$ cat config.mk
export PLATFORM = sky130hd
export DESIGN_NAME = fifo_wr_arbiter_flat
export DESIGN_NICKNAME = d
export VERILOG_FILES = /design/src/rtl/fifo_wr_arbiter_if.sv /design/src/rtl/fifo_wr_arbiter.sv /design/src/flat_wrapper.sv
export SDC_FILE = /design/constraint.sdc
export NUM_CORES = 1
export LEC_CHECK = 0
export BUFFER_PORTS_ARGS = -buffer_cell sky130_fd_sc_hd__clkbuf_2
export CORE_MARGIN = 10
export CORE_UTILIZATION = 41
export DETAILED_ROUTE_END_ITERATION = 12
export HOLD_SLACK_MARGIN = 0.05
export PLACE_DENSITY = 0.87
export SLEW_MARGIN = 20
export SYNTH_ARGS = -nofsm -noshare
export SYNTH_HDL_FRONTEND = slang
export SYNTH_SLANG_ARGS = --single-unit
export TNS_END_PERCENT = 5
$ cat constraint.sdc
create_clock -name clk -period 3.29 [get_ports clk]
set_input_delay 0.329 -clock clk [delete_from_list [all_inputs] [get_ports clk]]
set_output_delay 0.329 -clock clk [all_outputs]
set_load 0.02 [all_outputs]
$ cat src/rtl/fifo_wr_arbiter_if.sv
// Producer-side valid/ready bundle plus FIFO write port and arbiter status.
// The arbiter uses the slave modport; the block driving requesters and full uses master.
interface fifo_wr_arbiter_if #(
    parameter int N_REQ = 4,
    parameter int DW    = 8
);
    localparam int GW = $clog2(N_REQ);

    logic [N_REQ-1:0]    req_valid;
    logic [N_REQ*DW-1:0] req_data;
    logic [N_REQ-1:0]    req_ready;
    logic                fifo_full;
    logic                fifo_wr_en;
    logic [DW-1:0]       fifo_wr_data;
    logic [GW-1:0]       grant_id;
    logic                busy;

    modport master (
        output req_valid, req_data, fifo_full,
        input  req_ready, fifo_wr_en, fifo_wr_data, grant_id, busy
    );

    modport slave (
        input  req_valid, req_data, fifo_full,
        output req_ready, fifo_wr_en, fifo_wr_data, grant_id, busy
    );
endinterface

$ cat src/rtl/fifo_wr_arbiter.sv
// Round-robin write arbiter for N_REQ producers onto one FIFO write port; 1-cycle grant, then 1 beat/cycle.
// Beats stall combinationally on fifo_full; a withdrawn valid or an exhausted burst returns to IDLE.
module fifo_wr_arbiter #(
    parameter int N_REQ     = 4,
    parameter int DW        = 8,
    parameter int MAX_BURST = 4
) (
    input  logic               clk,
    input  logic               reset,
    fifo_wr_arbiter_if.slave   bus
);
    localparam int            GW        = $clog2(N_REQ);
    localparam logic [3:0]    LAST_BEAT = 4'(MAX_BURST - 1);

    typedef enum logic {S_IDLE, S_GRANT} state_t;

    state_t         r_state, w_state_nxt;
    logic [GW-1:0]  r_rr_ptr, w_rr_ptr_nxt;
    logic [GW-1:0]  r_grant_id, w_grant_id_nxt;
    logic [3:0]     r_beat_cnt, w_beat_cnt_nxt;
    logic [GW-1:0]  w_pick_idx, w_cand;
    logic           w_pick_vld;
    logic           w_gvld;
    logic           w_acc;

    assign w_gvld = bus.req_valid[r_grant_id];
    assign w_acc  = (r_state == S_GRANT) && !reset && w_gvld && !bus.fifo_full;

    // Scan from the far end back toward rr_ptr so the closest candidate wins.
    always_comb begin
        w_pick_vld = 1'b0;
        w_pick_idx = '0;
        w_cand     = '0;
        for (int k = N_REQ - 1; k >= 0; k--) begin
            w_cand = r_rr_ptr + GW'(k);
            if (bus.req_valid[w_cand]) begin
                w_pick_vld = 1'b1;
                w_pick_idx = w_cand;
            end
        end
    end

    always_comb begin
        w_state_nxt    = r_state;
        w_rr_ptr_nxt   = r_rr_ptr;
        w_grant_id_nxt = r_grant_id;
        w_beat_cnt_nxt = r_beat_cnt;
        case (r_state)
            S_IDLE: begin
                if (w_pick_vld) begin
                    w_state_nxt    = S_GRANT;
                    w_grant_id_nxt = w_pick_idx;
                    w_beat_cnt_nxt = '0;
                end
            end
            S_GRANT: begin
                if (!w_gvld) begin
                    w_state_nxt  = S_IDLE;
                    w_rr_ptr_nxt = r_grant_id + GW'(1);
                end else if (w_acc) begin
                    if (r_beat_cnt == LAST_BEAT) begin
                        w_state_nxt  = S_IDLE;
                        w_rr_ptr_nxt = r_grant_id + GW'(1);
                    end
                    w_beat_cnt_nxt = r_beat_cnt + 4'd1;
                end
            end
            default: w_state_nxt = S_IDLE;
        endcase
    end

    always_ff @(posedge clk) begin
        if (reset) begin
            r_state    <= S_IDLE;
            r_rr_ptr   <= '0;
            r_grant_id <= '0;
            r_beat_cnt <= '0;
        end else begin
            r_state    <= w_state_nxt;
            r_rr_ptr   <= w_rr_ptr_nxt;
            r_grant_id <= w_grant_id_nxt;
            r_beat_cnt <= w_beat_cnt_nxt;
        end
    end

    always_comb begin
        bus.req_ready = '0;
        if (w_acc) bus.req_ready[r_grant_id] = 1'b1;
    end

    assign bus.fifo_wr_en   = w_acc;
    assign bus.fifo_wr_data = bus.req_data[r_grant_id*DW +: DW];
    assign bus.grant_id     = r_grant_id;
    assign bus.busy         = (r_state == S_GRANT);
endmodule

$ cat src/flat_wrapper.sv
// flat-port wrapper written by rule: the top's interface ports become plain ports
module fifo_wr_arbiter_flat 
#(
    parameter int N_REQ     = 4,
    parameter int DW        = 8,
    parameter int MAX_BURST = 4
)
  (clk, reset, bus_req_valid, bus_req_data, bus_fifo_full, bus_req_ready, bus_fifo_wr_en, bus_fifo_wr_data, bus_grant_id, bus_busy);
  fifo_wr_arbiter_if #(.N_REQ(N_REQ), .DW(DW)) bus_i ();
  input  logic clk;
  input  logic reset;
  input wire logic [$bits(bus_i.req_valid)-1:0] bus_req_valid;
  input wire logic [$bits(bus_i.req_data)-1:0] bus_req_data;
  input wire logic [$bits(bus_i.fifo_full)-1:0] bus_fifo_full;
  output wire logic [$bits(bus_i.req_ready)-1:0] bus_req_ready;
  output wire logic [$bits(bus_i.fifo_wr_en)-1:0] bus_fifo_wr_en;
  output wire logic [$bits(bus_i.fifo_wr_data)-1:0] bus_fifo_wr_data;
  output wire logic [$bits(bus_i.grant_id)-1:0] bus_grant_id;
  output wire logic [$bits(bus_i.busy)-1:0] bus_busy;
  assign bus_i.req_valid = bus_req_valid;
  assign bus_i.req_data = bus_req_data;
  assign bus_i.fifo_full = bus_fifo_full;
  assign bus_req_ready = bus_i.req_ready;
  assign bus_fifo_wr_en = bus_i.fifo_wr_en;
  assign bus_fifo_wr_data = bus_i.fifo_wr_data;
  assign bus_grant_id = bus_i.grant_id;
  assign bus_busy = bus_i.busy;
  fifo_wr_arbiter #(.N_REQ(N_REQ), .DW(DW), .MAX_BURST(MAX_BURST)) u_core (.clk(clk), .reset(reset), .bus(bus_i));
endmodule
[After elaboration in Yosys (flattened, before gate mapping)]
Cells that the tools add are included.
Storage, ports and cells
  input port bits: 39
  output and inout port bits: 16
  logic and storage cells: 65
  register bits: 9
Operators by class
  bitwise operators: 1
  add/sub/neg operators: 5
  equality and inequality tests: 6
  reductions and logical operators: 9
  $lt $le $gt $ge: 6
  shift operators: 1
  muxes and demuxes: 33
Operators with widths (count)
  $shiftx A32 B6 Y8: 1
  $mux W4: 4
  $lt A2 B3 Y1 const B: 5
  $mux W1: 14
  $mux W2: 7
  $bmux W1 S2: 5
  $ne A2 B2 Y1 const B: 4
  $pmux W4 S2: 1
  $reduce_and A3 Y1: 2
  $add A2 B1 Y2 const B: 2
  $add A2 B2 Y2 const B: 2
  $add A4 B1 Y4 const B: 1
  $eq A4 B2 Y1 const B: 1
  $logic_and A1 B1 Y1: 4
  $demux W1 S2: 1
  $ge A2 B1 Y1 const B: 1
  $logic_not A1 Y1: 2
  $ne A2 B1 Y1 const B: 1
  $pmux W1 S2: 1
  $reduce_and A2 Y1: 1
  $not A1 Y1: 1

[Depth between registers and ports, before layout]
Gate-level depths: netlist (run 1).
  depth after elaboration: 9
  mapped depth: 5

[Worst setup path before layout (run 1)]
Ideal clock, no wire load.
  kind: register -> output
  start point: reg u_core.r_grant_id[0], in the netlist u_core.bus.grant_id[0]
  end point: out bus_fifo_wr_data[0]
  path slack: 1553 ps
  cell stages (with the launch flop): 3
  data arrival time: 1408 ps
  required time: 2961 ps
  cell sequence: dfxtp_1 buf_2 mux4_2
On the way
  longest elaborated chain between the ends: 1
RTL lines
  start: declaration: line fifo_wr_arbiter.sv:19  | logic [GW-1:0] r_grant_id, w_grant_id_nxt;
  start signal: assignment: line fifo_wr_arbiter.sv:81  | r_grant_id <= w_grant_id_nxt;
  $shiftx A32 B6 Y8: line fifo_wr_arbiter.sv:92  | assign bus.fifo_wr_data = bus.req_data[r_grant_id*DW +: DW];
  end: declaration: line flat_wrapper.sv:17  | output wire logic [$bits(bus_i.fifo_wr_data)-1:0] bus_fifo_wr_data;
Every way passes these cells.

[Worst setup path in the final report (run 1)]
  start point: reg u_core.r_grant_id[1], in the netlist u_core.bus.grant_id[1]
  end point: out bus_req_ready[1]
On the way
  longest elaborated chain between the ends: 5
RTL lines
  $lt A2 B3 Y1 (not written as such) (tied with other cells): line fifo_wr_arbiter.sv:88  | if (w_acc) bus.req_ready[r_grant_id] = 1'b1;
  $logic_and A1 B1 Y1 (not written as such) / $mux W1 (equally long branches): line fifo_wr_arbiter.sv:88, fifo_wr_arbiter.sv:26
  $mux W1 (not written as such) / $logic_and A1 B1 Y1 (equally long branches): line fifo_wr_arbiter.sv:88, fifo_wr_arbiter.sv:27
  $demux W1 S2 / $logic_and A1 B1 Y1 (equally long branches)
  $mux W4 (*): line fifo_wr_arbiter.sv:88
  end: declaration: line flat_wrapper.sv:15  | output wire logic [$bits(bus_i.req_ready)-1:0] bus_req_ready;
Every way passes the cells marked *; elsewhere a longest branch is shown, timed or not. The select of a mux whose other input is x is not followed.

==> results of run 1 <==
-- critical path, delay by kind of cell, from the launching register on --
family	cells	cell delay, ps
DFF	1	660
buffers and inverters	1	160
and+or+nand+nor	1	210
muxes	1	670
-- cells in the mapped netlist (2+ instances only) --
library cell	count	area, µm²
nand4_1	2	12.5
nand3_1	3	15.0
dfxtp_1	9	180
ha_1	5	62.6
o21ai_0	3	15.0
mux2i_1	2	20.0
a21oi_1	5	25.0
o21a_1	3	22.5
o221ai_1	2	17.5
mux4_2	9	203
and3_1	5	31.3
nor2_1	3	11.3
nand2_1	4	15.0
clkbuf_1	2	7.51
inv_1	6	22.5
-- per-layer routing --
metal | up-vias | wire length (µm) | global-route usage
met5 | - | 0 | 0
met4 | 0 | 34 | 0.0410
met3 | 5 | 360 | 0.0636
met2 | 65 | 1260 | 0.236
met1 | 402 | 1130 | 0.142
li1 | 405 | - | -
-- worst paths after layout --
kind	startpoint	endpoint	cells after the start
setup / recovery	u_core.bus.grant_id[1]	bus_req_ready[1]	3
hold / removal	reset	u_core.bus.grant_id[1]	2
setup reg to reg	u_core.bus.grant_id[1]	u_core.r_rr_ptr[1]	4
hold reg to reg	u_core.r_beat_cnt[3]	u_core.r_beat_cnt[3]	1
-- flip-flops by register name (all words and copies together) (netlist names) --
name,flops
u_core.r_rr_ptr,2
u_core.bus.busy,1
u_core.bus.grant_id,2
u_core.r_beat_cnt,4
-- logic make-up (layout without fill, tap and decap cells) --
group | after synthesis | after routing | share of synthesized area
AOI/OAI and AO/OA | 17 | 17 | 0.158
muxes | 12 | 12 | 0.301
and+or+nand+nor | 23 | 23 | 0.184
adders and majority gates | 5 | 5 | 0.0805
DFF | 9 | 9 | 0.232
buffers and inverters | 9 | 64 | 0.0451
-- metrics by stage --
stage	area [µm²]	utilization	worst slack, ps
floorplan	777	-	1550
global placement	1070	0.604	1350
detailed placement	1070	0.604	1290
CTS	1090	0.619	1010
global route	1090	0.619	929
finish	1090	0.619	1010
-- cell type report --
class	count	area, µm²	share of cell area
multi-input combinational	57	562	0.514
sequential	9	180	0.165
inverter	6	22.5	0.0206
clock buffer	4	26.3	0.0241
timing repair buffer	54	270	0.247
tap	25	31.3	0.0286
-- cell usage in the layout, fill, tap and decap left out, types with 4 or more instances in the layout --
cell	count
ha_1	5
clkbuf_2	54
nand2_1	4
a21oi_1	5
dfxtp_1	9
and3_1	5
mux4_2	9
inv_1	6
-- report_power, final --
group | switching (mW) | internal (mW)
logic | 0.0649 | 0.0633
clock network | 0.0404 | 0.0469
registers | 0.0132 | 0.114
==> flow_summary.yaml, run 1 <==
sta:
  min_period_over_period: 0.694
  hold_viol_final: 0
  slew_violations: 0
  hold_slack_ps: 333
  post-route-min-period_ps: 2280
  worst_pin_slew_ps: 670
  rsz0062_at_grt: "no"
  max-slew-margin-rel: 0.553
  fmax_mhz: 438
  final-setup-viol-count: 0
  fin_setup_tns_ps: 0
  finClkSkew_ps: 2.70
drt:
  num_vias: 877
  drt-total-wl_mm: 2.78
  wire_per_inst_um: 17.9
  dr.pass1.iters: 4
  ant_nets: 0
  viasPerCell: 5.66
  drt_iter0_drc: 27
  drcViolationCount: 0
clock_tree:
  numCtsBuffers: 3
  clk_pin_slew_ps: 60
  cts_hold_buf: 0
  postCtsSetupRepairBufs: 0
  root_buffer: "clkbuf_4"
  cts_tree: "yes"
  insertion_delay_ps: 260
  cts_max_level: 1
  cts_sinks: 9
  cts-resized-gates: 0
  cts.path.max_buffers: 2
finish:
  final_nets: 175
  fin_cells: 155
  n_fill_cell: 153
  syn_to_final_growth_pct: 40.6
  drive_above_1_share: 0.546
  num_antenna_cells: 0
synth:
  synthDistinctLibCells: 27
  syn-cell-area_um2: 777
  synth-edff-count: 0
  syn_nets: 119
  synth.avg_cell_area_um2: 10.4
  netlist_instances: 75
  ys_ff_latch: 9
  ys_warn_count: 0
  async_flop_share: 0
  ys.flop_type: "dfxtp_1"
  yosysSeqAreaShare: 0.232
grt:
  grt-ovfl-total: 0
  antenna_found_initial: 0
  grt_usage: 0.136
  grt_pass1_wl_mm: 4.57
  grt_pass1_vias: 920
  grt_max_degree: 15
setup_path:
  path_class: "reg -> out"
  crit_path_end_kind: "primary output"
  worstSetupStartpointType: "flip-flop"
  worst_ep_arrival_time_ps: 1950
  critical_path_required_ps: 2960
  cpPeakStageDelay_ps: 670
  crit_fanout: 14
  cp_slowest_cell: "mux4_2"
  r2r_setup_slack_ps: 1320
  path_cells: "mux4_2, and3_1, clkbuf_2"
floorplanning:
  dieArea_mm2: 0.00404
  die_y_um: 63.5
  ios: 55
  die_w_um: 63.5
  start_util: 0.440
  coreArea_mm2: 0.00176
  rows: 15
placed_design:
  place.detailed.hpwl_mm: 2.42
  place_congestion: 0.819
  dp.cells: 151
  port_buffers: 54
flow_run:
  drv_cap: 0
pwr:
  power_uw: 343
  leakage_nw: 0.539
  ir_worst_vdd_mv: 0.194
  p_per_area_mw_per_mm2: 314
hold_path:
  hp-class: "in -> reg"
run_status:
  outcome: "completed"
(Power assumes the default switching activity.)
==> inputs of run 2 (changes only) <==
Settings changed: ABC_AREA set to 1, PLACE_DENSITY 0.87 to 0.81.
Clock period 3.29 ns to 2.4 ns, I/O delays scaled along.
==> run 2 against run 1 <==
  * Via count rose by 41%
  * Critical endpoint is now bus_fifo_wr_en
  * Wire length increased by 9.4%
  * Non-clock buffer count grew 2
  * Critical path type unchanged
  * Clock power is 37% higher
  * Highest routed layer unchanged
  * Critical path depth up 3
  * First-iteration DRC count is 120% higher
  * Worst setup slack worse by 520 ps
  * Worst hold slack got worse by 110 ps
==> flow_summary.yaml, run 2 <==
setup_path:
  worst_ep_arrival_time_ps: 1670
  crit_fanout: 20
  cp-startpoint: "u_core.bus.grant_id[0]"
  path_cells: "inv_2, nand2_1, nand3_2, nand4_2, inv_1, clkbuf_2"
  cp_slowest_cell: "dfxtp_1"
  path_class: "reg -> out"
  worstSetupStartpointType: "flip-flop"
  crit_path_end_kind: "primary output"
  r2r_setup_slack_ps: 770
  critical_path_required_ps: 2160
  cpPeakStageDelay_ps: 570
  regToRegStartpoint: "u_core.bus.grant_id[0]"
clock_tree:
  insertion_delay_ps: 270
  cts_hold_buf: 0
  cts-resized-gates: 0
  numCtsBuffers: 3
  cts_tree: "yes"
  cts_max_level: 1
  cts_sinks: 9
  postCtsSetupRepairBufs: 0
  root_buffer: "clkbuf_4"
  clk_pin_slew_ps: 60
  cts.path.max_buffers: 2
floorplanning:
  dieArea_mm2: 0.00487
  ios: 55
  die_y_um: 69.8
  rows: 17
  coreArea_mm2: 0.00228
  start_util: 0.446
  die_w_um: 69.8
hold_path:
  min_from: "reset"
  hp-class: "in -> reg"
sta:
  worst_pin_slew_ps: 410
  final-setup-viol-count: 0
  hold_slack_ps: 224
  post-route-min-period_ps: 1910
  fmax_mhz: 523
  min_period_over_period: 0.797
  slew_violations: 0
  rsz0062_at_grt: "no"
  timing.final.ws_setup_ps: 488
  max-slew-margin-rel: 0.726
  finClkSkew_ps: 2.46
  hold_viol_final: 0
  fin_setup_tns_ps: 0
drt:
  drt_iter0_drc: 60
  drcViolationCount: 0
  wl_met2_mm: 1.45
  ant_nets: 0
  viasPerCell: 4.91
  top_layer: "met4"
  dr.pass1.iters: 4
  wire_per_inst_um: 12.1
  met3_length_um: 195
  wl_met1_mm: 1.37
  num_vias: 1233
  drt-total-wl_mm: 3.04
grt:
  grt_pass1_vias: 1203
  grt_pass1_wl_mm: 5.00
  antenna_found_initial: 0
  grt_usage: 0.115
  grt-ovfl-total: 0
  grt_max_degree: 21
finish:
  final_nets: 268
  num_antenna_cells: 0
  syn_to_final_growth_pct: 29.3
  largest_register: "u_core.r_beat_cnt"
  fin_area_mm2: 0.00131
  largest_reg_flops: 4
  mostFrequentLayoutCells: "54 x clkbuf_2, 33 x nand2_1, 25 x nor2_1"
  drive_above_1_share: 0.354
  mostFrequentLayoutCell: "clkbuf_2"
  n_fill_cell: 232
synth:
  synth.top_cell.area_share: 0.178
  synthTopCellsByCount: "33 x nand2_1, 25 x nor2_1, 18 x o21ai_0"
  ys_warn_count: 0
  synthDistinctLibCells: 26
  syn_nets: 213
  ys_ff_latch: 9
  yosysSeqAreaShare: 0.178
  synth.most_common_cell: "nand2_1"
  synth_top_area_cell: "dfxtp_1"
  syn-cell-area_mm2: 0.00101
  synth-edff-count: 0
  ys.flop_type: "dfxtp_1"
  netlist_instances: 169
  synthTopCellsByArea: "dfxtp_1 18%, nand2_1 12%, nor2_1 9.2%, o21ai_0 8.9%, nand3_1 7.9%"
  async_flop_share: 0
  synth.avg_cell_area_um2: 6.00
placed_design:
  pre_cts_ws_ps: 778
  place_congestion: 0.780
  port_buffers: 54
  place.detailed.hpwl_mm: 2.57
  placed_cell_area_mm2: 0.00129
pwr:
  p_per_area_mw_per_mm2: 895
  leakage_nw: 0.730
  ir_worst_vdd_mv: 0.472
flow_run:
  drv_cap: 0
run_status:
  outcome: "completed"
-- run 2: cell types whose count changed after synthesis, sizes merged, moves of 5 or more --
cell / previous run / this run
and3: 5 / 0
nand2: 4 / 44
nand3: 3 / 18
inv: 6 / 20
o22ai: 0 / 8
o21ai: 3 / 19
nor2: 3 / 27
mux4: 9 / 0
-- run 2: per-layer routing --
layer  GRT usage  up-vias
li1            -      665
met1       0.132      526
met2       0.199       37
met3      0.0300        5
met4      0.0391        0
met5           0        -
-- run 2: cell families (layout without fill, tap and decap cells) --
group                    count (synthesis)  in the layout  share of synthesized area
XOR/XNOR                                 2              2                     0.0173
AO/OA/AOI/OAI                           34             34                      0.180
buffers and inverters                   26             80                      0.127
flip-flops                               9              9                      0.178
adder cells (fa/ha/maj)                  5              5                     0.0617
AND/OR/NAND/NOR                         93             93                      0.437
-- run 2: area by class of cell --
class	instances	area (µm²)	share of cell area
Multi-Input combinational cell	134	706	0.538
Clock buffer	4	26.3	0.0200
Sequential cell	9	180	0.137
Timing Repair Buffer	56	285	0.217
Inverter	20	80.1	0.0610
Tap cell	28	35.0	0.0267
-- run 2: power breakdown --
part	switching, mW	internal (mW)
clock	0.0553	0.0642
sequential	0.0549	0.178
combinational	0.539	0.283
-- run 2: through the flow --
step                      total power [mW]  std cells  utilization
after floorplan                      0.868        169            -
after global placement                1.05        247        0.565
after detailed placement              1.06        247        0.565
after CTS                             1.18        251        0.577
after global routing                  1.30        251        0.577
final                                 1.17        251        0.577
-- run 2: worst paths after layout --
kind | cells after the start | to
min | 2 | u_core.r_beat_cnt[3]
max | 6 | bus_fifo_wr_en
max reg2reg | 8 | u_core.r_beat_cnt[2]
min reg2reg | 2 | u_core.r_beat_cnt[1]
-- run 2: critical path, delay by kind of cell (launching register included) --
| kind | cells | cell delay (ps) |
|---|---|---|
| AND/OR/NAND/NOR | 3 | 350 |
| buffers and inverters | 3 | 480 |
| flip-flops | 1 | 570 |
